## src/rtl/sig_dump_reader.sv

```systemverilog
// Snoops CPU stores for halt/signature MMIO writes and, on halt, streams the
// signature region out of data memory over a valid/ready port.
module sig_dump_reader #(
    parameter int              XLEN           = 32,
    parameter int              AW             = 20,
    parameter logic [XLEN-1:0] ADDR_HALT      = XLEN'(32'h2000_0000),
    parameter logic [XLEN-1:0] ADDR_SIG_BEGIN = ADDR_HALT + XLEN'(XLEN / 8),
    parameter logic [XLEN-1:0] ADDR_SIG_END   = ADDR_HALT + XLEN'(2 * XLEN / 8)
) (
    input  logic            clock,
    input  logic            reset_n,
    input  logic            store,
    input  logic [XLEN-1:0] address,
    input  logic [XLEN-1:0] store_data,
    output logic            mem_rd_en,
    output logic [AW-1:0]   mem_rd_addr,
    input  logic [XLEN-1:0] mem_rd_data,
    output logic            dump_valid,
    input  logic            dump_ready,
    output logic [XLEN-1:0] dump_data,
    output logic            dump_last,
    output logic            busy,
    output logic            halted
);

    localparam int SH = $clog2(XLEN / 8);

    typedef enum logic [2:0] {
        IDLE,
        READ,
        WAIT,
        SEND,
        DONE
    } state_t;

    state_t        state;
    logic [AW-1:0] sig_begin;
    logic [AW-1:0] sig_end;
    logic [AW-1:0] ptr;

    logic [31:0]   store_shifted;
    logic [AW-1:0] store_word;
    logic          hit_begin;
    logic          hit_end;
    logic          hit_halt;
    logic          range_empty;

    // Byte address written by software becomes a memory word address.
    assign store_shifted = store_data[31:0] >> SH;
    assign store_word    = AW'(store_shifted);
    assign hit_begin     = store && (address == ADDR_SIG_BEGIN);
    assign hit_end       = store && (address == ADDR_SIG_END);
    assign hit_halt      = store && (address == ADDR_HALT) && (store_data[31:0] == 32'd1);
    assign range_empty   = (sig_end <= sig_begin);

    always_ff @(posedge clock or negedge reset_n) begin
        if (!reset_n) begin
            state       <= IDLE;
            sig_begin   <= '0;
            sig_end     <= '0;
            ptr         <= '0;
            mem_rd_en   <= 1'b0;
            mem_rd_addr <= '0;
            dump_valid  <= 1'b0;
            dump_data   <= '0;
            dump_last   <= 1'b0;
            busy        <= 1'b0;
            halted      <= 1'b0;
        end else begin
            mem_rd_en <= 1'b0;
            case (state)
                IDLE: begin
                    if (hit_begin) begin
                        sig_begin <= store_word;
                    end
                    if (hit_end) begin
                        sig_end <= store_word;
                    end
                    if (hit_halt) begin
                        if (range_empty) begin
                            halted <= 1'b1;
                            state  <= DONE;
                        end else begin
                            // Read request is issued as the READ state is entered so
                            // mem_rd_en is high for exactly the READ cycle.
                            ptr         <= sig_begin;
                            mem_rd_addr <= sig_begin;
                            mem_rd_en   <= 1'b1;
                            busy        <= 1'b1;
                            state       <= READ;
                        end
                    end
                end
                READ: begin
                    state <= WAIT;
                end
                WAIT: begin
                    dump_data  <= mem_rd_data;
                    dump_last  <= (ptr == sig_end - AW'(1));
                    dump_valid <= 1'b1;
                    state      <= SEND;
                end
                SEND: begin
                    if (dump_ready) begin
                        dump_valid <= 1'b0;
                        if (dump_last) begin
                            busy   <= 1'b0;
                            halted <= 1'b1;
                            state  <= DONE;
                        end else begin
                            ptr         <= ptr + AW'(1);
                            mem_rd_addr <= ptr + AW'(1);
                            mem_rd_en   <= 1'b1;
                            state       <= READ;
                        end
                    end
                end
                DONE: begin
                    state <= DONE;
                end
                default: begin
                    state <= IDLE;
                end
            endcase
        end
    end

endmodule
```

## config.mk

```make
export PLATFORM = sky130hd
export DESIGN_NAME = sig_dump_reader
export DESIGN_NICKNAME = d
export VERILOG_FILES = /design/src/rtl/sig_dump_reader.sv
export SDC_FILE = /design/constraint.sdc
export NUM_CORES = 1
export LEC_CHECK = 0
export ABC_AREA = 0
export ABC_CLOCK_PERIOD_IN_PS = 2980
export BUFFER_PORTS_ARGS = -buffer_cell sky130_fd_sc_hd__buf_4
export CORE_MARGIN = 1.5
export CORE_UTILIZATION = 45
export DETAILED_ROUTE_END_ITERATION = 8
export GPL_TIMING_DRIVEN = 0
export PLACE_DENSITY = 0.8
export SLEW_MARGIN = 25
export SYNTH_ARGS = -nofsm -noshare
export SYNTH_HDL_FRONTEND = slang
export SYNTH_SLANG_ARGS = --single-unit
```

## constraint.sdc

```tcl
create_clock -name clock -period 2.98 [get_ports clock]
set_input_delay 0.596 -clock clock [delete_from_list [all_inputs] [get_ports clock]]
set_output_delay 0.596 -clock clock [all_outputs]
set_load 0.005 [all_outputs]
```

Word level (Yosys, flattened, before mapping)
Cells that the tools add are included.
{"block": "word_totals", "reg_bits": 100, "inputBits": 100, "output_inout_bits": 57, "word_cells": 69}
{"block": "classes", "add_sub_neg": 2, "magnitude_cmp": 1, "eq_ne": 15, "n_mux": 27, "reduce_logical": 14}
{"operator": "$eq 32x30->1 const B", "count": 3}
{"operator": "$mux 20", "count": 4}
{"operator": "$pmux 20 s2", "count": 1}
{"operator": "$eq 32x1->1 const B", "count": 1}
{"operator": "$add 20x1->20 const B", "count": 1}
{"operator": "$eq 20x20->1", "count": 1}
{"operator": "$le 20x20->1", "count": 1}
{"operator": "$sub 20x1->20 const B", "count": 1}
{"operator": "$pmux 3 s5", "count": 1}
{"operator": "$reduce_and 5->1", "count": 3}
{"operator": "$mux 1", "count": 13}
{"operator": "$mux 3", "count": 4}
{"operator": "$ne 2x2->1 const B", "count": 6}
{"operator": "$pmux 1 s2", "count": 4}
{"operator": "$reduce_and 2->1", "count": 4}
{"operator": "$eq 3x2->1 const B", "count": 2}
{"operator": "$logic_and 1x1->1", "count": 4}
{"operator": "$reduce_bool 2->1", "count": 2}
{"operator": "$eq 3x1->1 const B", "count": 1}
{"operator": "$eq 3x3->1 const B", "count": 1}
{"operator": "$logic_not 3->1", "count": 1}

Longest topological paths before layout
Gate-level depths: netlist of run 1.
{"block": "depth", "depth_word": 5, "mapped_depth": 11, "mapped_depth_nobuf": 10}

Worst setup path before layout of run 1
No wires, ideal clock.
{"block": "synth_path", "kind": "register to register", "from": "register sig_end[17]", "to": "register ptr[5]", "arrival_time_ns": 2.489, "t_required_ns": 2.842, "path_slack_ns": 0.353, "stages_incl_launch_ff": 10, "n_path_buf": 2, "cell_sequence": "dfrtp_1 -> ha_1 -> a21o_1 -> a21o_1 -> a211o_1 -> a211oi_1 -> o21a_1 -> clkbuf_1 -> buf_2 -> o22ai_1"}
{"block": "synth_between", "elab_chain_len": 3}
{"element": "start, declared", "line": "38", "text": "logic [AW-1:0] sig_end;"}
{"element": "start signal, assigned", "line": "77", "text": "sig_end <= store_word;"}
{"element": "$le 20x20->1", "line": "54", "text": "assign range_empty = (sig_end <= sig_begin);"}
{"element": "$ne 2x2->1 (no source line)"}
{"element": "$reduce_and 5->1 (no source line)"}
{"element": "end signal, assigned", "line": "86", "text": "ptr <= sig_begin;"}
{"element": "end signal, assigned", "line": "111", "text": "ptr <= ptr + AW'(1);"}
{"element": "end, declared", "line": "39", "text": "logic [AW-1:0] ptr;"}
Every way passes these cells.
A chain may end at the register's enable or synchronous reset.

Worst setup path in the final report of run 1
{"block": "layout_path", "from": "register sig_begin[18]", "to": "register ptr[5]"}
{"block": "layout_between", "elab_chain_len": 3}
{"element": "start, declared", "line": "37", "text": "logic [AW-1:0] sig_begin;"}
{"element": "start signal, assigned", "line": "74", "text": "sig_begin <= store_word;"}
{"element": "$le 20x20->1", "line": "54"}
{"element": "$ne 2x2->1 (no source line)"}
{"element": "$reduce_and 5->1 (no source line)"}
Every way passes these cells.

==> impl_metrics.json, run 1 <==
{
  "drive_above_1_share_pct": 33.4,
  "end_kind": "flop",
  "start_util_pct": 46.2,
  "p_comb_share_pct": 38.5,
  "min_period_ns": 2.91,
  "numCtsBuffers": 9,
  "ys.flop_type": "dfrtp_1",
  "synthXorXnorAreaFrac_pct": 3.77,
  "n_fill_cell": 987,
  "dr.pass1.iters": 5,
  "grt_max_degree": 101,
  "top_layer": "met4",
  "dpl.hpwl_mm": 12.5,
  "htreeDepth": 3,
  "ys_types": 54,
  "syn2layout_area_growth_pct": 32.5,
  "crit_required_ns": 3.21,
  "tightest_slew_ns": 0.678,
  "rows": 40,
  "finalNetCount": 860,
  "route.met2.wl_mm": 8.32,
  "met3_length_mm": 1.20,
  "clk_pin_slew_ns": 0.07,
  "num_vias": 5266,
  "p_per_area_mw_per_mm2": 741,
  "port_buffers": 156,
  "ioPinCount": 157,
  "synthSimpleGateAreaFrac_pct": 16.9,
  "grt_pass1_wl_mm": 26.1,
  "dieArea_mm2": 0.0131,
  "ys_ff_latch": 100,
  "synth_edf_count": 0,
  "power.leakage_uw": 0.00344,
  "cap_violations": 0,
  "crit_arrival_ns": 3.14,
  "rrSetupSlack_ns": 0.07,
  "clock_sinks": 100,
  "syn_avg_cell_area_um2": 9.80,
  "pwr-share-seq_pct": 39.2,
  "drt_iter0_markers": 545,
  "hold_violations": 0,
  "cts_root_buf": "clkbuf_16",
  "synthMuxAreaShare_pct": 10.5,
  "switching_share_pct": 34.3,
  "clock_latency_ns": 0.35,
  "synth_top_family_by_area": "simple AND/OR/NAND/NOR gates",
  "avgRoutedWirePerCell_um": 18.3,
  "min_path_type": "in2async",
  "p_total_uw": 5470,
  "ys_warn_count": 0,
  "final-max-slew-violation-count": 0,
  "critical_path_class": "reg2reg",
  "synth_fp_nets": 691,
  "whs_ns": 0.103,
  "vias_per_cell": 5.78,
  "synth_area_mm2": 0.00558,
  "drc": 0,
  "timing.final.crit_share_pct": 97.8,
  "status": "finished clean",
  "track_usage_pct": 25.8,
  "rr_worst_depth": 11,
  "ir_drop_mv": 0.318,
  "startpoint": "sig_begin[18]",
  "r2r_start": "sig_begin[18]",
  "grt_overflow": 0,
  "place.gp.congestion": 0.881,
  "die_w_um": 114,
  "synthArstFlopShare_pct": 100,
  "cts_tree": "yes",
  "fp.coreArea_mm2": 0.0121,
  "p_sw_uw": 1870,
  "antenna_found_initial": 0,
  "r2r-end": "ptr[5]",
  "setup_viol": 0,
  "clkPwrFrac_pct": 22.3,
  "drt-met1-wl_mm": 6.66,
  "diodes": 0,
  "routed_wl_mm": 16.6,
  "synth_seq_area_share_pct": 44.9,
  "clk_path_buf_depth": 2,
  "ant_nets": 0,
  "synth_cells": 569,
  "die_h_um": 114,
  "worstPathMaxFanout": 10,
  "start_kind": "flop",
  "tns_ns": 0,
  "max_slew_margin_pct": 54.6,
  "synth_compound_area_share_pct": 15.4,
  "fmax_mhz": 343,
  "grt_pass1_vias": 5243,
  "synth_fa_ha_area_share_pct": 4.94,
  "finClkSkew_ns": 0.00966,
  "p_int_uw": 3600,
  "crit_end": "ptr[5]"
}
## how the worst min path moves through the flow
stage,endpoint,cells past startpoint,start,slack [ns]
6_report,ptr[17],1,reset_n,0.10
5_1_grt,sig_end[19],1,reset_n,0.10
4_1_cts,ptr[17],1,reset_n,0.40
3_5_place_dp,dump_valid,1,dump_valid,0.47
3_3_place_gp,dump_valid,1,dump_valid,0.47
2_1_floorplan,busy,0,reset_n,0.30
## worst max-delay path: stages, from the launching register on
cell	delay [ns]
dfrtp_1	0.44
inv_1	0.08
ha_1	0.32
nand4_1	0.14
or2_2	0.21
a21oi_1	0.07
a211o_1	0.36
a211oi_4	0.36
o21a_1	0.20
clkbuf_2	0.25
buf_4	0.24
o22ai_1	0.10
## registers in the layout (all words and copies together) (netlist names)
signal	flops
mem_rd_en	1
sig_begin	20
dump_valid	1
ptr	20
dump_data	32
state	3
halted	1
busy	1
dump_last	1
sig_end	20
## placed cells by master (no fill, tap or decap), types with 14 or more instances in the layout
cell type / netlist / final
inv_1: 28 / 28
ha_1: 22 / 22
o21ai_0: 47 / 47
buf_4: 0 / 157
mux2_2: 51 / 51
a21oi_1: 27 / 27
nand3_1: 14 / 14
dfrtp_1: 100 / 100
nor4_1: 21 / 20
clkbuf_1: 24 / 20
nor2_1: 38 / 37
nand2_1: 39 / 39
## synth_stat cells, drive strengths merged (6+ instances only)
cell type,instances,area [µm²]
xor2,12,105
o22ai,9,56.3
nor4,22,144
clkbuf,24,90.1
o21ai,47,235
ha,22,275
a21oi,27,135
nor3,12,60.1
mux2,51,574
nand3,14,70.1
and3,6,37.5
xnor2,12,105
nor2,38,143
nand4,12,75.1
nand2,39,146
a31oi,10,62.6
a21o,10,75.1
dfrtp,100,2500
inv,28,105
o32a,9,90.1
## cell families after synthesis
family	after synthesis
and+or+nand+nor	180
adders and majority gates	22
AOI/OAI and AO/OA	137
muxes	52
buffers and inverters	54
xor gates and xnor gates	24
DFF	100
## per-layer routing
layer | GRT usage, % | up-vias
met3 | 4.66 | 36
met2 | 44.3 | 275
met5 | 0 | -
met1 | 32.6 | 2529
li1 | - | 2426
met4 | 9.92 | 0
## per-stage QoR
step | cells | instance area [µm²] | worst slack, ns | utilization [%]
global route | 911 | 7380 | -0.0221 | 61.2
detailed placement | 893 | 6970 | -0.826 | 57.7
floorplan | 569 | 5580 | 0.353 | -
finish | 911 | 7380 | 0.0660 | 61.2
CTS | 909 | 7320 | 0.00411 | 60.7
global placement | 893 | 6960 | -0.755 | 57.7
## final cells by class
type / instances / area (µm²) / share of cell area (%)
Clock inverter: 7 / 85.1 / 1.15
Tap cell: 168 / 210 / 2.85
Sequential cell: 100 / 2500 / 33.9
Multi-Input combinational cell: 415 / 2940 / 39.8
Timing Repair Buffer: 158 / 1210 / 16.4
Inverter: 28 / 105 / 1.42
Clock buffer: 9 / 225 / 3.05
Buffer: 26 / 108 / 1.46
## power groups by stage
stage	Clock, µW	Combinational [µW]	Sequential (µW)
2_1_floorplan	0	1100	2090
3_3_place_gp	0	2030	2130
3_5_place_dp	0	2090	2160
4_1_cts	1230	2100	2130
5_1_grt	1290	2290	2200
6_report	1220	2110	2150
## repair_timing
action	4_1_cts	5_1_grt
hold buffers	0	0
setup endpoints to repair	30	24
resized for setup	9	10
setup buffers	0	1
pin swaps	1	2
Note: power is estimated with default switching activity, not from simulation.
==> run 2: changes to the inputs <==
==> constraint.sdc (replaced) <==
create_clock -name clock -period 2.98 [get_ports clock]
set_input_delay 0.894 -clock clock [delete_from_list [all_inputs] [get_ports clock]]
set_output_delay 0.894 -clock clock [all_outputs]
set_load 0.005 [all_outputs]
==> run 2 against run 1 <==
Against the previous run:
- clock skew is 0.0017 ns higher
- non-clock buffer count did not move
- hold slack better by 0.32 ns
- first-iteration DRC count shrank 8.8%
- utilization increased by 0.31 points
- sequential power about the same
- design area increased by 0.51%
- clock-buffer cell count is the same
- global-route usage is essentially flat
- final cell count unchanged
- setup slack got worse by 0.015 ns
- critical endpoint unchanged
- highest routed layer unchanged
==> impl_metrics.json, run 2 (synthesized netlist as in run 1, its figures left out) <==
{
  "rrSetupSlack_ns": 0.05,
  "grt_max_degree": 101,
  "min_path_type": "in2async",
  "antenna_found_initial": 0,
  "port_buffers": 156,
  "ir_drop_mv": 0.318,
  "die_w_um": 114,
  "htreeDepth": 3,
  "path_buf_inv": 3,
  "dieArea_mm2": 0.0131,
  "cts_root_buf": "clkbuf_16",
  "power.leakage_uw": 0.00348,
  "rows": 40,
  "ant_nets": 0,
  "r2r_start": "sig_begin[13]",
  "numCtsBuffers": 9,
  "rr_worst_depth": 11,
  "crit_path_max_incr_delay_ns": 0.43,
  "tns_ns": 0,
  "die_h_um": 114,
  "max_slew_margin_pct": 52.4,
  "start_util_pct": 46.2,
  "grt_pass1_wl_mm": 26.2,
  "crit_required_ns": 3.21,
  "critical_path_class": "reg2reg",
  "dr.pass1.iters": 5,
  "drive_above_1_share_pct": 34.1,
  "setup_viol": 0,
  "final-max-slew-violation-count": 0,
  "n_fill_cell": 976,
  "grt_overflow": 0,
  "fp.coreArea_mm2": 0.0121,
  "clk_path_buf_depth": 2,
  "crit_arrival_ns": 3.16,
  "cpMostUsedCell": "a21o_1",
  "p_per_area_mw_per_mm2": 738,
  "track_usage_pct": 25.9,
  "fmax_mhz": 341,
  "syn2layout_area_growth_pct": 33.1,
  "num_vias": 5302,
  "diodes": 0,
  "crit_path_top_delay_cell": "a211oi_4",
  "place_inst": 893,
  "grt_pass1_vias": 5224,
  "cts_tree": "yes",
  "min_period_ns": 2.93,
  "final_cell_mix": "buf_4, dfrtp_1, mux2_2",
  "critical-path-top-delay-family": "compound AO/OA/AOI/OAI gates",
  "path_cells": "inv_1 -> ha_1 -> a21o_1 -> a21o_1 -> a21oi_1 -> o32ai_2 -> a211oi_4 -> o21a_1 -> clkbuf_2 -> buf_4 -> o22ai_1",
  "avgRoutedWirePerCell_um": 18.3,
  "mostFrequentLayoutCell": "buf_4",
  "ioPinCount": 157,
  "clk_pin_slew_ns": 0.08,
  "place.gp.congestion": 0.881,
  "vias_per_cell": 5.82,
  "whs_ns": 0.426,
  "drc": 0,
  "status": "finished clean",
  "drt_iter0_markers": 497,
  "hold_violations": 0,
  "r2r-end": "ptr[5]",
  "start_kind": "flop",
  "end_kind": "flop",
  "clock_sinks": 100,
  "final_cells": 911,
  "worstPathMaxFanout": 10,
  "cap_violations": 0,
  "clock_latency_ns": 0.35,
  "finClkSkew_ns": 0.0114,
  "largest_reg_flops": 32,
  "finalNetCount": 860,
  "tightest_slew_ns": 0.709,
  "routed_wl_mm": 16.7,
  "timing.final.crit_share_pct": 98.3,
  "largest-register": "dump_data",
  "dpl.hpwl_mm": 12.5
}
## run 2: cell count changes in the layout (fill, tap and decap cells not counted), sizes merged
cell,delta
buf,+1
clkbuf,-1
## run 2: per-layer routing
layer  track usage (%)  vias to the layer above  share of wire (%)
li1                  -                     2429                  -
met1              32.8                     2563                 40
met2              44.1                      268                 49
met3              4.61                       42                7.4
met4              10.4                        0                3.4
met5                 0                        -                  0
## run 2: cell type report
type / instances / area [µm²] / area share, %
clock buffers: 9 / 225 / 3.03
plain buffers: 26 / 113 / 1.52
flip-flops and latches: 100 / 2500 / 33.7
inverters: 28 / 105 / 1.42
well taps: 168 / 210 / 2.83
repair buffers: 158 / 1210 / 16.3
clock inverters: 7 / 85.1 / 1.15
multi-input cells: 415 / 2970 / 40.0
## run 2: per-stage QoR
stage	total power (µW)	cell area (µm²)	util (%)	setup slack (ns)
after floorplan	3190	5580	-	0.0786
after global placement	4170	6960	57.7	-1.05
after detailed placement	4250	6970	57.7	-1.12
after CTS	5470	7340	60.9	0.00411
after global routing	5780	7420	61.5	-0.0185
final	5480	7420	61.5	0.0511
## run 2: repair_timing
| action | in CTS | in global routing |
|---|---|---|
| setup endpoints to repair | 47 | 32 |
| resized for setup | 16 | 12 |
| pin swaps | 1 | 4 |
| hold buffers | 0 | 0 |
| cloned | 0 | 0 |
| buffers inserted | 0 | 1 |
## run 2: worst max path at each step
stage                    from          end  cells after the start
2_1_floorplan     address[11]  sig_end[10]                      7
4_1_cts         sig_begin[18]       ptr[5]                     11
3_5_place_dp   store_data[14]      ptr[17]                      9
6_report        sig_begin[13]       ptr[5]                     11
3_3_place_gp   store_data[14]      ptr[17]                      9
5_1_grt         sig_begin[13]      ptr[11]                     11
## run 2: where the power goes
group	total (µW)	switching, µW	leakage [µW]	internal [µW]
clock	1220	555	0.000154	666
sequential	2150	397	0.00113	1750
combinational	2110	926	0.00219	1180
